===== src/rtl/multi_key_debounce.sv =====
// Multi-channel key debouncer: per-key 2-flop sync, stable-count debounce,
// registered press/release edge pulses and a one-shot long-press pulse.

module key_lane #(
  parameter int CNT_W         = 16,
  parameter int DEBOUNCE_TIME = 2000,
  parameter int LONG_W        = 20,
  parameter int LONG_TIME     = 100000,
  parameter int ACTIVE_LOW    = 0
) (
  input  logic clk_100kHz,
  input  logic rst_,
  input  logic key_in,
  output logic key_out,
  output logic key_press,
  output logic key_release,
  output logic key_long
);
  localparam logic [CNT_W-1:0]  DB_LAST = CNT_W'(DEBOUNCE_TIME - 1);
  localparam logic [LONG_W-1:0] LT      = LONG_W'(LONG_TIME);
  localparam logic              IDLE    = 1'(ACTIVE_LOW);

  logic [1:0]        sync;
  logic [CNT_W-1:0]  cnt;
  logic [LONG_W-1:0] lcnt;
  logic              p, flip;

  assign p    = sync[1] ^ IDLE;
  assign flip = (p != key_out) && (cnt == DB_LAST);

  always_ff @(posedge clk_100kHz or negedge rst_) begin
    if (!rst_) begin
      sync        <= {2{IDLE}};
      cnt         <= '0;
      lcnt        <= '0;
      key_out     <= 1'b0;
      key_press   <= 1'b0;
      key_release <= 1'b0;
      key_long    <= 1'b0;
    end else begin
      sync <= {sync[0], key_in};
      // any agreeing cycle restarts the count, so a glitch never accumulates
      if (p == key_out || flip) cnt <= '0;
      else                      cnt <= cnt + 1'b1;
      if (flip) key_out <= p;
      key_press   <= flip & p;
      key_release <= flip & ~p;
      // saturating at LT makes the long pulse one-shot per press
      if (!key_out)       lcnt <= '0;
      else if (lcnt != LT) lcnt <= lcnt + 1'b1;
      key_long <= key_out && (lcnt == LT - 1'b1);
    end
  end
endmodule

module multi_key_debounce #(
  parameter int N_KEYS        = 4,
  parameter int DEBOUNCE_TIME = 2000,
  parameter int CNT_W         = 16,
  parameter int LONG_TIME     = 100000,
  parameter int LONG_W        = 20,
  parameter int ACTIVE_LOW    = 0
) (
  input  logic              clk_100kHz,
  input  logic              rst_,
  input  logic [N_KEYS-1:0] key_in,
  output logic [N_KEYS-1:0] key_out,
  output logic [N_KEYS-1:0] key_press,
  output logic [N_KEYS-1:0] key_release,
  output logic [N_KEYS-1:0] key_long
);
  for (genvar g = 0; g < N_KEYS; g++) begin : g_lane
    key_lane #(
      .CNT_W(CNT_W), .DEBOUNCE_TIME(DEBOUNCE_TIME),
      .LONG_W(LONG_W), .LONG_TIME(LONG_TIME), .ACTIVE_LOW(ACTIVE_LOW)
    ) u_lane (
      .clk_100kHz (clk_100kHz),
      .rst_       (rst_),
      .key_in     (key_in[g]),
      .key_out    (key_out[g]),
      .key_press  (key_press[g]),
      .key_release(key_release[g]),
      .key_long   (key_long[g])
    );
  end
endmodule

===== config.mk =====
export PLATFORM = sky130hd
export DESIGN_NAME = multi_key_debounce
export DESIGN_NICKNAME = d
export VERILOG_FILES = /design/src/rtl/multi_key_debounce.sv
export SDC_FILE = /design/constraint.sdc
export NUM_CORES = 1
export LEC_CHECK = 0
export CAP_MARGIN = 5
export CORE_MARGIN = 5
export CORE_UTILIZATION = 50
export CTS_BUF_LIST = sky130_fd_sc_hd__clkbuf_16
export DETAILED_ROUTE_END_ITERATION = 12
export GPL_ROUTABILITY_DRIVEN = 1
export PLACE_DENSITY_LB_ADDON = 0.08
export SLEW_MARGIN = 20
export SYNTH_ARGS = -nofsm -noshare
export SYNTH_HDL_FRONTEND = slang
export SYNTH_SLANG_ARGS = --single-unit

===== constraint.sdc =====
create_clock -name clk_100kHz -period 1.76 [get_ports clk_100kHz]
set_clock_uncertainty 0.15 [all_clocks]
set_input_delay 0.352 -clock clk_100kHz [delete_from_list [all_inputs] [get_ports clk_100kHz]]
set_output_delay 0.352 -clock clk_100kHz [all_outputs]
set_load 0.01 [all_outputs]

==> qor.txt <==
worst path cell trace: nand4_1 -> or4_4 -> or4_1 -> a21oi_1
actual slew at the worst max-slew pin: 0.802 ns
sequential cell area fraction in the yosys report: 50.2%
Worst-path clk slew: 0.06 ns
Clock Path Buffers: 2
number of synthesized flops with an enable pin: 0
post-route ant nets: 0
placed cells: 1,152
largest net degree at the start of global routing: 71
post-synth net total: 873
Critical Path Source: g_lane[3].u_lane.lcnt[1]
routed len/inst: 15.2 µm
WP data arrival: 2.02 ns
Port Buffers: 21
FFs w/ async S/R, synth: 100%
failing checks: setup timing
Slew Viols, Final: 0
RSZ-0062 raised after global routing: true
first-pass GRT wire length: 30,200 µm
top cell type by total area after synthesis: dfrtp_1
Area Overhead vs Synth: 26.1%
post-route insts no fill: 1,210
Setup WS post-layout: -0.0667 ns
Max VDD drop: 0.635 mV
root buf cell: clkbuf_16
TritonCTS clock tree: done
row cnt: 47
setup violators final: 4
class of the worst hold path: primary input to async pin
reg-to-reg startpoint: g_lane[3].u_lane.lcnt[1]
share of post-route cells with drive strength above 1: 24.4%
Skew-Pair Late Insertion Delay: 0.42 ns
Worst path max stage delay: 0.46 ns
vias in the first global route: 6,609
Post-Route WL: 18,300 µm
final instance area: 10,500 µm²
PwrDens: 724 nW/µm²
max_slew headroom: 46.5%
DR vias/cell: 5.56
crit-path max FO: 5
IO Pins: 22
filler instances: 1,380
Initial Util: 50.6%
# nets final: 998
synth top area cells: dfrtp_1 (50%), xnor2_1 (4.8%), nor2_1 (4.4%)
crit end category: register
DR pass1 iterations: 4
Starting DRT DRC Count: 289
htree depth: 4
final hold vios: 0
clock sink total: 168
required time worst endpoint: 1.96 ns
CP startpoint kind: register
Mapped Avg Cell Area: 9.79 µm²
FMAX: 547 MHz
gr ovfl total: 0
status: finished with violations
Tmin final: 1.83 ns
total of max-cap violations: 0
top-area cell type share of the netlist area: 50.2%
global placement routability congestion: 0.827
Seq cells post-synth: 168
Die Y: 139 µm
Horiz. Die Dim: 139 µm
most common cell after layout, fill and taps aside: dfrtp_1
DRC Markers: 0
mapped cell area: 8370 µm²
commonest non-fill, non-tap cells in the layout: dfrtp_1 (160), buf_4 (116), nor2_1 (97)
dpl cell area: 9410 µm²
final hold slack: 0.143 ns
die area: 19,400 µm²
post-DP HPWL: 12,100 µm
total track usage: 18.5%
Crit-path slowest cell: or4_4
CP Class: register to register
period utilization: 104%
Synth Instances: 855
Antenna Cells: 0
leak pwr: 0.00439 µW
Post-synth top flop: dfrtp_1
initial antenna violation count: 0
vias post-DR: 6,732
Core Box Area: 16,500 µm²
Synth warnings: 0
CTS buffer count: 17
Netlist cell types: 43
==> routing by layer <==
layer / share of wire (%) / global-route usage (%) / wire, µm / vias to the layer above
met5: 0 / 0 / 0 / -
met4: 1.2 / 5.77 / 222 / 0
met3: 3.0 / 3.88 / 543 / 20
met2: 51 / 31.5 / 9320 / 102
met1: 45 / 23.7 / 8260 / 3319
li1: - / - / - / 3291
==> report_power, final <==
group,internal (µW),switching [µW],total [µW]
combinational,72.8,126,199
clock,2040,1470,3510
sequential,3890,30.7,3920
==> final cells by class <==
type                       instances  area (µm²)  area share [%]
multi-input combinational        620        4240            40.2
inverter                          26        97.6           0.925
tap                              220         275            2.61
timing repair buffer             147        1180            11.2
sequential                       168        4210            39.9
clock inverter                    12         115            1.09
clock buffer                      17         425            4.03
==> registers in the layout, summed over array words and instances, names as in the netlist <==
name / cells
g_lane.u_lane.key_release: 4
g_lane.u_lane.key_press: 4
g_lane.u_lane.sync: 8
g_lane.u_lane.lcnt: 80
g_lane.u_lane.key_out: 4
g_lane.u_lane.cnt: 64
g_lane.u_lane.key_long: 4
==> repair_timing <==
item,in CTS,in global routing
pin swaps,2,33
resized for setup,24,90
buffers inserted,3,24
gates cloned,0,1
hold buffers,1,0
endpoints found under the hold margin,168,0
endpoints found under the setup margin,30,71
==> cell families (layout without fill, tap and decap cells) <==
logic type | Yosys count | count (layout) | share of synthesized area, %
adder cells (fa/ha/maj) | 12 | 12 | 1.79
buffers and inverters | 67 | 202 | 3.92
multiplexers | 12 | 12 | 1.50
AO/OA/AOI/OAI | 92 | 92 | 6.07
flip-flops | 168 | 168 | 50.2
AND/OR/NAND/NOR | 418 | 418 | 27.5
XOR/XNOR | 86 | 86 | 9.00
==> final timing paths <==
| check | endpoint | slack, ns | cells past startpoint |
|---|---|---|---|
| min in group clk_100kHz | g_lane[3].u_lane.sync[1] | 0.20 | 0 |
| max in group asynchronous | g_lane[2].u_lane.cnt[3] | 0.63 | 3 |
| worst max register to register | g_lane[3].u_lane.lcnt[17] | -0.07 | 4 |
| worst min register to register | g_lane[3].u_lane.sync[1] | 0.20 | 0 |
| worst min-delay path | g_lane[0].u_lane.lcnt[2] | 0.14 | 2 |
| worst max-delay path | g_lane[3].u_lane.lcnt[17] | -0.07 | 4 |
==> metrics by stage <==
step | setup TNS, ns | utilization, % | worst slack, ns | power, µW
after floorplan | -0.275 | - | -0.0740 | 4040
after global placement | 0 | 57.0 | 0.0227 | 4180
after detailed placement | -0.232 | 57.0 | -0.0500 | 4190
after CTS | -0.0586 | 60.5 | -0.0586 | 7730
after global routing | -0.984 | 63.8 | -0.120 | 7930
final | -0.0988 | 63.8 | -0.0667 | 7630
==> Yosys cell counts (all sizes together), types with 9 or more instances <==
cell,n
dfrtp,168
nand2b,9
xnor2,46
and2,12
nor3,31
ha,12
and3,15
a21oi,43
nor2,97
o31ai,12
or3,19
nor4,22
nand3,51
inv,24
xor2,40
buf,19
or4,15
nand2,52
clkbuf,21
and4,27
nand4,41
o21ai,31
==> critical path, delay by kind of cell, from the launching register on <==
kind / cells / cell delay [ns]
AO/OA/AOI/OAI: 1 / 0.15
flip-flops: 1 / 0.40
AND/OR/NAND/NOR: 3 / 1.04
Power figures use the tool's default switching activity.
